## src/rtl/vend_fsm_param_if.sv

```systemverilog
// Coin acceptor / dispenser bundle between the front-end and the vending controller.
interface vend_fsm_param_if #(
  parameter int CREDIT_W = 5
);
  logic                i1;
  logic                i5;
  logic                i10;
  logic                rest;
  logic                disp_rdy;
  logic                suc;
  logic                r1;
  logic                r5;
  logic                coin_rej;
  logic [CREDIT_W-1:0] credit;
  logic                busy;

  modport master (
    output i1, i5, i10, rest, disp_rdy,
    input  suc, r1, r5, coin_rej, credit, busy
  );

  modport slave (
    input  i1, i5, i10, rest, disp_rdy,
    output suc, r1, r5, coin_rej, credit, busy
  );
endinterface

```

## src/rtl/vend_fsm_param.sv

```systemverilog
// Single-product vending controller with binary credit; vends at PRICE, then pays change
// greedily (VAL_B coins first, then 1-unit) one coin per cycle, stalling while disp_rdy is low.
module vend_fsm_param #(
  parameter int PRICE    = 3,
  parameter int VAL_B    = 5,
  parameter int VAL_C    = 10,
  parameter int CREDIT_W = 5
) (
  input logic            clk,
  input logic            reset,
  vend_fsm_param_if.slave bus
);

  typedef enum logic [1:0] {COLLECT, VEND, PAYOUT} state_t;

  localparam logic [CREDIT_W:0]   PRICE_X = (CREDIT_W+1)'(PRICE);
  localparam logic [CREDIT_W:0]   VB_X    = (CREDIT_W+1)'(VAL_B);
  localparam logic [CREDIT_W:0]   VC_X    = (CREDIT_W+1)'(VAL_C);
  localparam logic [CREDIT_W-1:0] PRICE_W = CREDIT_W'(PRICE);
  localparam logic [CREDIT_W-1:0] VB_W    = CREDIT_W'(VAL_B);
  localparam logic [CREDIT_W-1:0] ONE_W   = CREDIT_W'(1);

  state_t              state;
  logic [CREDIT_W-1:0] credit;
  logic                rej_q;

  logic [1:0]          ncoins;
  logic                any_coin;
  logic                valid;
  logic [CREDIT_W:0]   coin_val;
  logic [CREDIT_W:0]   sum;
  logic [CREDIT_W-1:0] remain;
  logic                pay_b;
  logic                pay;
  logic [CREDIT_W-1:0] after_pay;

  assign ncoins   = {1'b0, bus.i1} + {1'b0, bus.i5} + {1'b0, bus.i10};
  assign any_coin = bus.i1 | bus.i5 | bus.i10;
  assign valid    = (ncoins == 2'd1);

  always_comb begin
    coin_val = '0;
    if (bus.i1)
      coin_val = (CREDIT_W+1)'(1);
    else if (bus.i5)
      coin_val = VB_X;
    else if (bus.i10)
      coin_val = VC_X;
  end

  // Sum is one bit wider so the PRICE comparison cannot wrap.
  assign sum       = {1'b0, credit} + coin_val;
  assign remain    = credit - PRICE_W;
  assign pay_b     = (credit >= VB_W);
  assign pay       = (state == PAYOUT) && bus.disp_rdy && (credit != '0);
  assign after_pay = credit - (pay_b ? VB_W : ONE_W);

  always_ff @(posedge clk or posedge reset) begin
    if (reset) begin
      state  <= COLLECT;
      credit <= '0;
      rej_q  <= 1'b0;
    end else begin
      rej_q <= any_coin && ((state != COLLECT) || !valid);
      case (state)
        COLLECT: begin
          if (any_coin) begin
            if (valid) begin
              credit <= sum[CREDIT_W-1:0];
              if (sum >= PRICE_X)
                state <= VEND;
            end
          end else if (bus.rest && (credit != '0)) begin
            state <= PAYOUT;
          end
        end
        VEND: begin
          credit <= remain;
          state  <= (remain != '0) ? PAYOUT : COLLECT;
        end
        PAYOUT: begin
          if (pay) begin
            credit <= after_pay;
            if (after_pay == '0)
              state <= COLLECT;
          end
        end
        default: state <= COLLECT;
      endcase
    end
  end

  assign bus.suc      = (state == VEND);
  assign bus.r5       = pay && pay_b;
  assign bus.r1       = pay && !pay_b;
  assign bus.coin_rej = rej_q;
  assign bus.credit   = credit;
  assign bus.busy     = (state != COLLECT);

endmodule

```

## src/flat_wrapper.sv

```systemverilog
// flat-port wrapper written by rule: the top's interface ports become plain ports
module vend_fsm_param_flat 
#(
  parameter int PRICE    = 3,
  parameter int VAL_B    = 5,
  parameter int VAL_C    = 10,
  parameter int CREDIT_W = 5
)
  (clk, reset, bus_i1, bus_i5, bus_i10, bus_rest, bus_disp_rdy, bus_suc, bus_r1, bus_r5, bus_coin_rej, bus_credit, bus_busy);
  vend_fsm_param_if #(.CREDIT_W(CREDIT_W)) bus_i ();
  input logic clk;
  input logic reset;
  input wire logic [$bits(bus_i.i1)-1:0] bus_i1;
  input wire logic [$bits(bus_i.i5)-1:0] bus_i5;
  input wire logic [$bits(bus_i.i10)-1:0] bus_i10;
  input wire logic [$bits(bus_i.rest)-1:0] bus_rest;
  input wire logic [$bits(bus_i.disp_rdy)-1:0] bus_disp_rdy;
  output wire logic [$bits(bus_i.suc)-1:0] bus_suc;
  output wire logic [$bits(bus_i.r1)-1:0] bus_r1;
  output wire logic [$bits(bus_i.r5)-1:0] bus_r5;
  output wire logic [$bits(bus_i.coin_rej)-1:0] bus_coin_rej;
  output wire logic [$bits(bus_i.credit)-1:0] bus_credit;
  output wire logic [$bits(bus_i.busy)-1:0] bus_busy;
  assign bus_i.i1 = bus_i1;
  assign bus_i.i5 = bus_i5;
  assign bus_i.i10 = bus_i10;
  assign bus_i.rest = bus_rest;
  assign bus_i.disp_rdy = bus_disp_rdy;
  assign bus_suc = bus_i.suc;
  assign bus_r1 = bus_i.r1;
  assign bus_r5 = bus_i.r5;
  assign bus_coin_rej = bus_i.coin_rej;
  assign bus_credit = bus_i.credit;
  assign bus_busy = bus_i.busy;
  vend_fsm_param #(.PRICE(PRICE), .VAL_B(VAL_B), .VAL_C(VAL_C), .CREDIT_W(CREDIT_W)) u_core (.clk(clk), .reset(reset), .bus(bus_i));
endmodule
```

## config.mk

```make
export PLATFORM = sky130hd
export DESIGN_NAME = vend_fsm_param_flat
export DESIGN_NICKNAME = d
export VERILOG_FILES = /design/src/rtl/vend_fsm_param_if.sv /design/src/rtl/vend_fsm_param.sv /design/src/flat_wrapper.sv
export SDC_FILE = /design/constraint.sdc
export NUM_CORES = 1
export LEC_CHECK = 0
export BUFFER_PORTS_ARGS = -buffer_cell sky130_fd_sc_hd__buf_4
export CAP_MARGIN = 20
export CORE_AREA = 2 2 80 44
export CTS_CLUSTER_DIAMETER = 40
export DETAILED_ROUTE_END_ITERATION = 10
export DIE_AREA = 0 0 82 46
export GPL_ROUTABILITY_DRIVEN = 0
export SLEW_MARGIN = 5
export SYNTH_ARGS = -nofsm -noshare
export SYNTH_HDL_FRONTEND = slang
export SYNTH_SLANG_ARGS = --single-unit
```

## constraint.sdc

```tcl
create_clock -name clk -period 2.4 [get_ports clk]
set_input_delay 0.24 -clock clk [delete_from_list [all_inputs] [get_ports clk]]
set_output_delay 0.24 -clock clk [all_outputs]
set_load 0.01 [all_outputs]
```

=== Word level (Yosys, flattened, before mapping) ===
Cells that the tools add are included.

* $add $sub $neg: 5
* Order comparisons: 2
* Equality and inequality tests: 10
* Mux-type cells: 16
* Bitwise operators: 2
* Reductions and logical operators: 17

{| class="wikitable"
|+ Operators by type and width
! operator !! number
|-
| $mux W5 || 3
|-
| $pmux W5 S3 || 1
|-
| $mux W2 || 7
|-
| $mux W6 || 2
|-
| $reduce_bool A5 Y1 || 2
|-
| $add A5 B6 Y6 || 1
|-
| $ge A6 B2 Y1 const B || 1
|-
| $logic_and A1 B1 Y1 || 6
|-
| $ne A2 B1 Y1 const B || 3
|-
| $ne A3 B3 Y1 const B || 2
|-
| $pmux W2 S3 || 1
|-
| $ge A5 B3 Y1 const B || 1
|-
| $logic_not A5 Y1 || 1
|-
| $reduce_and A5 Y1 || 1
|-
| $sub A5 B2 Y5 const B || 1
|-
| $sub A5 B5 Y5 || 1
|-
| $eq A2 B1 Y1 const B || 2
|-
| $mux W4 || 1
|-
| $reduce_and A4 Y1 || 1
|-
| $mux W3 || 1
|-
| $ne A3 B1 Y1 const B || 1
|-
| $reduce_bool A3 Y1 || 1
|-
| $add A1 B1 Y2 || 1
|-
| $add A2 B1 Y2 || 1
|-
| other kinds (7) || 9
|}

* Flip-flop bits (word level): 8
* Output and inout bits: 10
* Logic and storage cells: 55

=== Longest topological paths before layout ===
Gate-level depths: netlist of run 1.

* Depth in word-level cells: 9
* Mapped depth: 11
* Gate-level depth less buffers: 11

=== Worst setup path before layout of run 1 ===
No wires, ideal clock.

* Path kind: register to register
* Start: reg u_core.credit[1] (netlist: u_core.bus.credit[1])
* End: reg u_core.state[0]
* Arrival: 2.592 ns
* Data required time: 2.320 ns
* Slack: -0.273 ns
* Stages on the path, launching flop included: 11
* Path buffers: 0
* Cell sequence: dfrtp_1 inv_1 ha_1 o21a_1 nor3_1 ha_1 nor2b_1 o31a_2 o31a_1 a211oi_2 mux2i_1

* Longest elaborated chain between the ends: 6
* Elaborated cells between the ends (all ways): 14
* Those cells by class: 2 x add/sub; 2 x order compare; 4 x eq/ne; 1 x mux; 5 x reduce/logical

{| class="wikitable"
|+ Ends and longest elaborated chain
! element !! line !! RTL
|-
| from (decl) || vend_fsm_param.sv:24 || <nowiki>logic [CREDIT_W-1:0] credit;</nowiki>
|-
| from (signal assigned) || vend_fsm_param.sv:69 || <nowiki>credit <= sum[CREDIT_W-1:0];</nowiki>
|-
| from (signal assigned) || vend_fsm_param.sv:78 || <nowiki>credit <= remain;</nowiki>
|-
| from (signal assigned) || vend_fsm_param.sv:83 || <nowiki>credit <= after_pay;</nowiki>
|-
| $ge A5 B3 Y1 || vend_fsm_param.sv:54 || <nowiki>assign pay_b = (credit >= VB_W);</nowiki>
|-
| $mux W3 || vend_fsm_param.sv:56 || <nowiki>assign after_pay = credit - (pay_b ? VB_W : ONE_W);</nowiki>
|-
| $sub A5 B5 Y5 || vend_fsm_param.sv:56 ||
|-
| $logic_not A5 Y1 || vend_fsm_param.sv:84 || <nowiki>if (after_pay == '0)</nowiki>
|-
| $ne A2 B2 Y1 (no line) || -- ||
|-
| $reduce_and A5 Y1 (no line) (*) || -- ||
|-
| to (signal assigned) || vend_fsm_param.sv:79 || <nowiki>state <= (remain != '0) ? PAYOUT : COLLECT;</nowiki>
|-
| to (decl) || vend_fsm_param.sv:23 || <nowiki>state_t state;</nowiki>
|}

Every way passes the cells marked *; elsewhere a longest branch is shown, timed or not.
A chain may end at the register's enable or synchronous reset.

=== Worst setup path in the final report of run 1 ===
Ends and elaborated chain as after synthesis.

==> results of run 1 <==
-- report_power, final --
part	internal, mW	total (mW)	switching (mW)	leakage, nW
Sequential	0.211	0.273	0.0619	0.0919
Clock	0.108	0.157	0.0488	0.0216
Combinational	0.815	1.74	0.927	0.550
-- layer usage --
layer,vias to the layer above,part of all wire,track usage
met5,-,0,0
met4,0,0,0.0200
met3,0,0.12,0.0278
met1,432,0.50,0.255
li1,479,-,-
met2,41,0.38,0.211
-- worst max-delay path, stage by stage (launching register included) --
cell and delay [ps]:
dfrtp_2 410, or2_4 250, o21a_1 190, nor3_2 210, ha_1 290, nor2b_4 140
o31a_2 290, o31a_1 260, a211oi_2 290, mux2i_1 230
-- area by class of cell --
cell class | instances | share of cell area
clock buffers | 3 | 0.0305
multi-input cells | 90 | 0.541
inverters | 16 | 0.0444
flip-flops and latches | 8 | 0.150
repair buffers | 35 | 0.196
well taps | 42 | 0.0388
-- worst paths after layout --
kind / slack, ps / cells past startpoint / to
worst max register to register: -260 / 9 / u_core.state[0]$_DFFE_PP0P_
max in group asynchronous: 1590 / 3 / u_core.bus.credit[0]$_DFFE_PP0P_
worst min-delay path: 470 / 3 / u_core.bus.coin_rej$_DFF_PP0_
worst min register to register: 620 / 2 / u_core.state[1]$_DFFE_PP0P_
worst max-delay path: -260 / 9 / u_core.state[0]$_DFFE_PP0P_
min in group asynchronous: 540 / 3 / u_core.state[1]$_DFFE_PP0P_
-- cells in the final DEF, fill, tap and decap left out, drive strengths merged, types with 5 or more instances in the layout --
cell type / netlist / layout
buf: 3 / 34
dfrtp: 8 / 8
xnor2: 5 / 5
inv: 16 / 16
nor2: 11 / 11
o211ai: 5 / 5
a21oi: 9 / 9
nand2: 8 / 8
mux2i: 5 / 5
ha: 13 / 13
-- what timing repair did --
| action | 4_1_cts | 5_1_grt |
|---|---|---|
| buffers inserted | 1 | 1 |
| cloned | 0 | 0 |
| gates resized for setup | 0 | 1 |
| setup endpoints to repair | 3 | 3 |
| pin swaps | 1 | 4 |
| hold buffers | 1 | 0 |
| hold endpoints to repair | 8 | 0 |
-- logic make-up (layout without fill, tap and decap cells) --
| group | after synthesis | after routing | synth area share |
|---|---|---|---|
| compound gates | 30 | 30 | 0.235 |
| xor+xnor | 9 | 9 | 0.0790 |
| fa+ha+maj | 15 | 15 | 0.203 |
| buf+inv | 19 | 54 | 0.0828 |
| flops | 8 | 8 | 0.201 |
| mux | 5 | 5 | 0.0502 |
| simple gates | 31 | 31 | 0.149 |
-- state kept, by name (all words and copies together), names as in the netlist --
| signal | count |
|---|---|
| u_core.bus.coin_rej | 1 |
| u_core.state | 2 |
| u_core.bus.credit | 5 |
==> impl_metrics.yaml, run 1 <==
sta:
  hold_viol: 0
  worst_clock_skew_ps: 2.46
  timing_worst_slew_pin_value_ps: 499
  crit_path_setup_slack_layout_ps: -258
  setup_total_negative_slack_ps: -515
  hold-worst-slack_ps: 470
  setup_viol_count_final: 2
  min_period_ps: 2660
  max_slew_margin: 0.664
  period_utilisation_layout: 1.11
  fmax_mhz: 376
  final_max_slew_viols: 0
  grt_setup_unrepaired: "true"
cells_and_area:
  postLayoutCellArea_um2: 1350
  multi_input_area_um2: 732
  fillers: 324
  post_layout_nonfiller_instances: 194
  syn_to_final_growth_pct: 35.8
  drive_above_1_share: 0.329
  ant_cells: 0
  final_net_count: 176
  ff_latch_area_um2: 203
  final_util: 0.429
outcome:
  failed_checks: "negative setup slack"
  outcome: "finished, violations left"
route:
  postRouteAntennaNets: 0
  vias: 952
  drtPass1Iterations: 4
  routedWlPerCell_um: 14.1
  drc: 0
  viasPerCell: 4.91
  drt_iter0_drc: 104
  detail_route.wirelength_mm: 2.73
yosys:
  synth.lib_cells_used.distinct: 35
  synth_area_leaders: "dfrtp_1, ha_1, inv_1, mux2i_1, a21oi_1"
  netlist_area_um2: 997
  area_share_of_the_largest_cell_type_after_synthesis: 0.201
  synth_largest_area_cell: "dfrtp_1"
  seq_area_frac_synth: 0.201
  synth_most_common_cell: "inv_1"
  synth_enable_flop_cells: 0
  synth.ff_latch_count: 8
  netlist_instances: 117
  yosys_warnings: 0
  synth.avg_cell_area_um2: 8.52
  synth_nets: 139
  ys_top_cells_by_count: "inv_1, ha_1, nor2_1, a21oi_1"
  async_reset_ff_frac: 1.00
  top_ff_cell_synth: "dfrtp_1"
setup_path:
  critPathLaunchType: "register"
  crit_path_end_kind: "register"
  regToRegStartpoint: "u_core.bus.credit[1]$_DFFE_PP0P_"
  arrival_time_reported_for_the_critical_path_endpoint_ps: 2800
  worstPathRequired_ps: 2540
  cp_max_fo: 3
  crit_start: "u_core.bus.credit[1]$_DFFE_PP0P_"
  critPathKind: "register to register"
cts:
  worst_skew_pair.late_latency_ps: 220
  max-clock-path-buffers: 2
  cts-htree-levels: 1
  clock-sinks: 8
  number_of_buffers_inserted_during_clock_tree_synthesis: 3
  clock_pin_slew_worst_setup_and_hold_paths_ps: 40
  root_buffer: "clkbuf_8"
  tritoncts: "built"
die:
  core_um2: 3150
  floorplan.io_pins: 17
  die_width_um: 82
  die_height_um: 46
  rows: 15
  initial_utilization: 0.316
  fp.dieArea_um2: 3770
placement:
  detailedPlacementHpwl_mm: 2.29
  detailed_place.area_um2: 1280
  cell_count_after_placement: 188
  dpl_worst_slack_ps: -241
  port_buffer_count: 16
power_and_ir_drop:
  finalPower_mw: 2.17
  max-vdd-ir-drop_v: 0.000611
  power.leakage_nw: 0.663
  power.density_cell_area_nw_per_um2: 1600
run:
  timing.max_cap.violations: 0
grt:
  antenna_found_initial: 0
  first_global_vias: 889
  maximum_number_of_pins_on_one_net_before_global_route_repair: 10
  global_route.overflow_total: 0
  gr-usage-all-layers: 0.156
  grt_first_pass_wirelength_mm: 4.29
worst_hold_path:
  hold_start: "bus_i10"
  hold_path_class: "primary input to register"
(Power assumes the default switching activity.)
==> run 2: changes to the inputs <==
--- a/config.mk
+++ b/config.mk
@@ -5,12 +5,13 @@
 export SDC_FILE = /design/constraint.sdc
 export NUM_CORES = 1
 export LEC_CHECK = 0
+export ABC_AREA = 1
 export BUFFER_PORTS_ARGS = -buffer_cell sky130_fd_sc_hd__buf_4
 export CAP_MARGIN = 20
-export CORE_AREA = 2 2 80 44
+export CORE_AREA = 2 2 81 44
 export CTS_CLUSTER_DIAMETER = 40
 export DETAILED_ROUTE_END_ITERATION = 10
-export DIE_AREA = 0 0 82 46
+export DIE_AREA = 0 0 83 46
 export GPL_ROUTABILITY_DRIVEN = 0
 export SLEW_MARGIN = 5
 export SYNTH_ARGS = -nofsm -noshare
==> run 2 against run 1 <==
Against the previous run:
- the flow now finishes without violations
- wire length is 1.6% higher
- critical path depth is 6 higher
- register-to-register slack better by 530 ps
- sequential power hardly changed
- core utilization is 3.3 points lower
- synthesized cell count is 41% higher
- largest cell class unchanged
==> impl_metrics.yaml, run 2 <==
sta:
  timing_worst_slew_pin_value_ps: 351
  setup_viol_count_final: 0
  max_slew_margin: 0.766
  crit_path_setup_slack_layout_ps: 272
  worst_clock_skew_ps: 11.4
  period_utilisation_layout: 0.886
  min_period_ps: 2130
  hold_viol: 0
  final_max_slew_viols: 0
  setup_total_negative_slack_ps: 0
  grt_setup_unrepaired: "false"
  fmax_mhz: 470
cells_and_area:
  drive_above_1_share: 0.171
  final_cell_mix: "nand2_1, inv_1, buf_4"
  fillers: 336
  largest-register: "u_core.bus.credit"
  largest_register_ffs: 5
  final_util: 0.396
  ant_cells: 0
  final_net_count: 211
  postLayoutCellArea_um2: 1270
  syn_to_final_growth_pct: 23.4
  layout_commonest_cell: "nand2_1"
yosys:
  synth_compound_area_frac: 0.102
  netlist_area_um2: 1030
  yosys_warnings: 0
  synth_most_common_cell: "nand2_1"
  top_ff_cell_synth: "dfrtp_1"
  synth.mux.area_fraction: 0
  area_share_of_the_largest_cell_type_after_synthesis: 0.194
  synth_nets: 187
  async_reset_ff_frac: 1.00
  synth_largest_area_cell: "dfrtp_1"
  ys_top_cells_by_count: "nand2_1, inv_1, nand3_1, nor2_1, ha_1"
  synth-adder-area-share: 0.197
  yosys.area_share.xor_xnor: 0.00850
  synth.lib_cells_used.distinct: 21
  synth_area_leaders: "dfrtp_1, nand2_1, ha_1, inv_1, nand3_1"
  synth_enable_flop_cells: 0
  seq_area_frac_synth: 0.194
  synth.avg_cell_area_um2: 6.25
  dominant_combinational_cell_family_by_area_after_synthesis: "simple AND/OR/NAND/NOR gates"
  post_synth_and_or_nand_nor_area_fraction: 0.377
  synth.ff_latch_count: 8
  netlist_instances: 165
worst_hold_path:
  hold_path_class: "primary input to register"
  hold_start: "bus_i5"
setup_path:
  critPathLaunchType: "register"
  crit_path_frequent_cell: "nand2_1"
  arrival_time_reported_for_the_critical_path_endpoint_ps: 2240
  regToRegStartpoint: "u_core.bus.credit[0]$_DFFE_PP0P_"
  worstPathRequired_ps: 2520
  timing.critical_path.slowest_cell_delay_ps: 450
  crit_path_end_kind: "register"
  timing.critical_path.slowest_stage_cell: "dfrtp_1"
  critPathKind: "register to register"
  cp_max_fo: 7
  crit_start: "u_core.bus.credit[0]$_DFFE_PP0P_"
  crit_path_cell_trace: "ha_1 > inv_1 > nand2_1 > nand2_1 > nand2_1 > inv_1 > ha_1 > inv_1 > nand2_1 > a21oi_1 > a21oi_1 > nor2_1 > nand3_1 > nand2_1 > nand2_1"
power_and_ir_drop:
  p_seq_frac: 0.157
  power.leakage_nw: 0.719
  combinationalPowerShare: 0.745
  max-vdd-ir-drop_v: 0.000433
  sw_frac_of_total: 0.539
  power.density_cell_area_nw_per_um2: 1380
  net-switching-power_mw: 0.946
  p_int_mw: 0.810
  clock_power_share: 0.098
cts:
  root_buffer: "clkbuf_8"
  tritoncts: "built"
  clock_pin_slew_worst_setup_and_hold_paths_ps: 50
  worst_skew_pair.late_latency_ps: 240
  number_of_buffers_inserted_during_clock_tree_synthesis: 3
  max-clock-path-buffers: 2
  cts-htree-levels: 1
  clock-sinks: 8
die:
  floorplan.io_pins: 17
  initial_utilization: 0.321
  fp.dieArea_um2: 3820
  die_height_um: 46
  die_width_um: 83
  rows: 15
  core_um2: 3210
grt:
  grt_first_pass_wirelength_mm: 4.54
  first_global_vias: 893
  maximum_number_of_pins_on_one_net_before_global_route_repair: 10
  antenna_found_initial: 0
  gr-usage-all-layers: 0.158
  global_route.overflow_total: 0
route:
  vias: 1038
  detail_route.wirelength_mm: 2.78
  viasPerCell: 4.53
  drc: 0
  routedWlPerCell_um: 12.1
  drtPass1Iterations: 4
  postRouteAntennaNets: 0
  drt_iter0_drc: 121
placement:
  detailedPlacementHpwl_mm: 2.33
  dpl_worst_slack_ps: 257
  port_buffer_count: 16
  detailed_place.area_um2: 1220
run:
  timing.max_cap.violations: 0
outcome:
  outcome: "finished, final reports clean"
-- run 2: changes by cell type after synthesis, sizes merged, moves of 3 or more --
cell and change:
nand2 +42, inv +16, nand3 +13, o21ai +8, mux2i -5, nor2 +5, o211ai -5, xnor2 -5
a21oi -4, xor2 -3
-- run 2: cells by family after synthesis --
group | count (synthesis)
xor gates and xnor gates | 1
buffers and inverters | 33
DFF | 8
and+or+nand+nor | 88
AOI/OAI and AO/OA | 20
adders and majority gates | 15
-- run 2: cell type report --
| class | instances | area (um^2) | share of cell area |
|---|---|---|---|
| inverters | 32 | 120 | 0.0944 |
| flip-flops and latches | 8 | 200 | 0.157 |
| well taps | 42 | 52.6 | 0.0413 |
| clock buffers | 3 | 41.3 | 0.0324 |
| multi-input cells | 124 | 706 | 0.555 |
| repair buffers | 20 | 153 | 0.120 |
-- run 2: stage by stage --
step	instances	hold WS [ps]	power, mW
6_report	229	378	1.76
3_5_place_dp	225	231	1.56
4_1_cts	229	377	1.75
5_1_grt	229	423	1.95
3_3_place_gp	225	232	1.58
2_1_floorplan	165	55.7	1.18
-- run 2: critical path: cells and delay by family (launching register included) --
kind,cells,cell delay [ps]
buffers and inverters,3,210
adders and majority gates,2,470
AOI/OAI and AO/OA,2,230
DFF,1,450
and+or+nand+nor,8,630
-- run 2: worst paths after layout --
path | endpoint | slack (ps) | cells after the start
worst max-delay path | u_core.state[0]$_DFFE_PP0P_ | 270 | 15
worst min register to register | u_core.state[1]$_DFFE_PP0P_ | 550 | 2
worst min-delay path | u_core.bus.coin_rej$_DFF_PP0_ | 380 | 5
worst max register to register | u_core.state[0]$_DFFE_PP0P_ | 270 | 15
min in group asynchronous | u_core.state[1]$_DFFE_PP0P_ | 520 | 3
max in group asynchronous | u_core.state[0]$_DFFE_PP0P_ | 1620 | 3
-- run 2: power groups by stage --
stage                     Clock (mW)  Sequential, mW  Combinational, mW
after floorplan                    0           0.283              0.899
after global placement             0           0.273               1.31
after detailed placement           0           0.274               1.29
after CTS                      0.177           0.273               1.30
after global routing           0.186           0.284               1.48
final                          0.172           0.275               1.31
-- run 2: repair_timing --
| item | CTS | global route |
|---|---|---|
| endpoints found under the setup margin | 0 | 2 |
| buffers inserted | 0 | 0 |
| hold buffers | 1 | 0 |
| gates resized for setup | 0 | 1 |
| hold endpoints to repair | 8 | 0 |
-- run 2: metal layers --
layer	wire length (um)	part of all wire	GRT usage	vias to the layer above
li1	-	-	-	563
met3	266	0.096	0.0562	4
met1	1570	0.57	0.251	430
met5	0	0	0	-
met4	32	0.012	0.0492	0
met2	904	0.33	0.182	41
==> run 3: changes to the inputs <==
--- a/config.mk
+++ b/config.mk
@@ -13,6 +13,7 @@
 export DETAILED_ROUTE_END_ITERATION = 10
 export DIE_AREA = 0 0 83 46
 export GPL_ROUTABILITY_DRIVEN = 0
+export RECOVER_POWER = 25
 export SLEW_MARGIN = 5
 export SYNTH_ARGS = -nofsm -noshare
 export SYNTH_HDL_FRONTEND = slang
==> run 3 against run 2 <==
Against the previous run:
- combinational power about the same
- worst hold slack did not move
- clock-buffer cell count did not move
- cell count is the same
- clock skew unchanged
- wire length is the same
- largest power group unchanged
- critical path type unchanged
==> impl_metrics.yaml, run 3 (synthesized netlist as in run 2, its figures left out) <==
setup_path:
  crit_path_end_kind: "register"
  worstPathRequired_ps: 2520
  critPathLaunchType: "register"
  arrival_time_reported_for_the_critical_path_endpoint_ps: 2240
  critPathKind: "register to register"
  cp_max_fo: 7
die:
  fp.dieArea_um2: 3820
  rows: 15
  initial_utilization: 0.321
  core_um2: 3210
  floorplan.io_pins: 17
  die_height_um: 46
  die_width_um: 83
sta:
  setup_total_negative_slack_ps: 0
  grt_setup_unrepaired: "false"
  crit_path_setup_slack_layout_ps: 272
  period_utilisation_layout: 0.886
  min_period_ps: 2130
  hold-worst-slack_ps: 378
  hold_viol: 0
  worst_clock_skew_ps: 11.4
  fmax_mhz: 470
  timing_worst_slew_pin_value_ps: 351
  max_slew_margin: 0.766
  setup_viol_count_final: 0
  final_max_slew_viols: 0
route:
  drt_iter0_drc: 120
  drtPass1Iterations: 4
  detail_route.wirelength_mm: 2.78
  drc: 0
  vias: 1038
  routedWlPerCell_um: 12.1
  postRouteAntennaNets: 0
  viasPerCell: 4.53
cells_and_area:
  largest_register_ffs: 5
  layout_commonest_cell: "nand2_1"
  syn_to_final_growth_pct: 23.4
  post_layout_nonfiller_instances: 229
  largest-register: "u_core.bus.credit"
  postLayoutCellArea_um2: 1270
  final_util: 0.396
  ant_cells: 0
  final_cell_mix: "nand2_1, inv_1, buf_4"
  drive_above_1_share: 0.171
  final_net_count: 211
run:
  timing.max_cap.violations: 0
power_and_ir_drop:
  finalPower_mw: 1.76
  power.leakage_nw: 0.719
  power.density_cell_area_nw_per_um2: 1380
  max-vdd-ir-drop_v: 0.000433
grt:
  grt_first_pass_wirelength_mm: 4.54
  global_route.overflow_total: 0
  antenna_found_initial: 0
  gr-usage-all-layers: 0.158
  maximum_number_of_pins_on_one_net_before_global_route_repair: 10
  first_global_vias: 893
cts:
  root_buffer: "clkbuf_8"
  cts_post_setup_buffers_inserted: 0
  cts-htree-levels: 1
  clock-sinks: 8
  max-clock-path-buffers: 2
  worst_skew_pair.late_latency_ps: 240
  number_of_buffers_inserted_during_clock_tree_synthesis: 3
  clock_pin_slew_worst_setup_and_hold_paths_ps: 50
  tritoncts: "built"
placement:
  detailedPlacementHpwl_mm: 2.33
  port_buffer_count: 16
  dpl_worst_slack_ps: 257
  detailed_place.area_um2: 1220
  cell_count_after_placement: 225
worst_hold_path:
  hold_path_class: "primary input to register"
outcome:
  outcome: "finished, final reports clean"
==> run 3: final timing paths <==
| kind | cells past startpoint | to | from | slack, ps |
|---|---|---|---|---|
| min | 5 | u_core.bus.coin_rej$_DFF_PP0_ | bus_i5 | 380 |
| max | 15 | u_core.state[0]$_DFFE_PP0P_ | u_core.bus.credit[0]$_DFFE_PP0P_ | 270 |
| max reg2reg | 15 | u_core.state[0]$_DFFE_PP0P_ | u_core.bus.credit[0]$_DFFE_PP0P_ | 270 |
| max in group asynchronous | 3 | u_core.state[0]$_DFFE_PP0P_ | reset | 1620 |
| min reg2reg | 2 | u_core.state[1]$_DFFE_PP0P_ | u_core.state[1]$_DFFE_PP0P_ | 550 |
| min in group asynchronous | 3 | u_core.state[1]$_DFFE_PP0P_ | reset | 510 |
==> run 3: worst max-delay path, cell delays in order (launching register included) <==
cell     delay [ps]
dfrtp_1         450
ha_1            230
inv_1            60
nand2_1          60
nand2_1          60
nand2_1          60
inv_1            80
ha_1            240
inv_1            70
nand2_1          60
a21oi_1         150
a21oi_1          80
nor2_1          150
nand3_1         120
nand2_1          70
nand2_1          50
==> run 3: per-layer routing <==
metal  routed length, um  part of all wire  global-route usage
met5                   0                 0                   0
met2                 903              0.33               0.182
met3                 266             0.096              0.0562
met4                  32             0.012              0.0492
met1                1570              0.57               0.251
==> run 3: layout make-up <==
class	instances	area, um^2
Tap cell	42	52.6
Fill cell	336	1940
Clock buffer	3	41.3
Sequential cell	8	200
Timing Repair Buffer	20	153
Multi-Input combinational cell	124	706
Inverter	32	120
==> run 3: power by group <==
part	leakage [nW]	internal, mW	switching (mW)
clock	0.0216	0.109	0.0621
combinational	0.599	0.503	0.806
sequential	0.0987	0.198	0.0777
==> run 3: timing repair <==
| action | in CTS | in global routing |
|---|---|---|
| endpoints found under the hold margin | 8 | 0 |
| resized for setup | 0 | 1 |
| hold buffers | 1 | 0 |
| setup endpoints to repair | 0 | 2 |
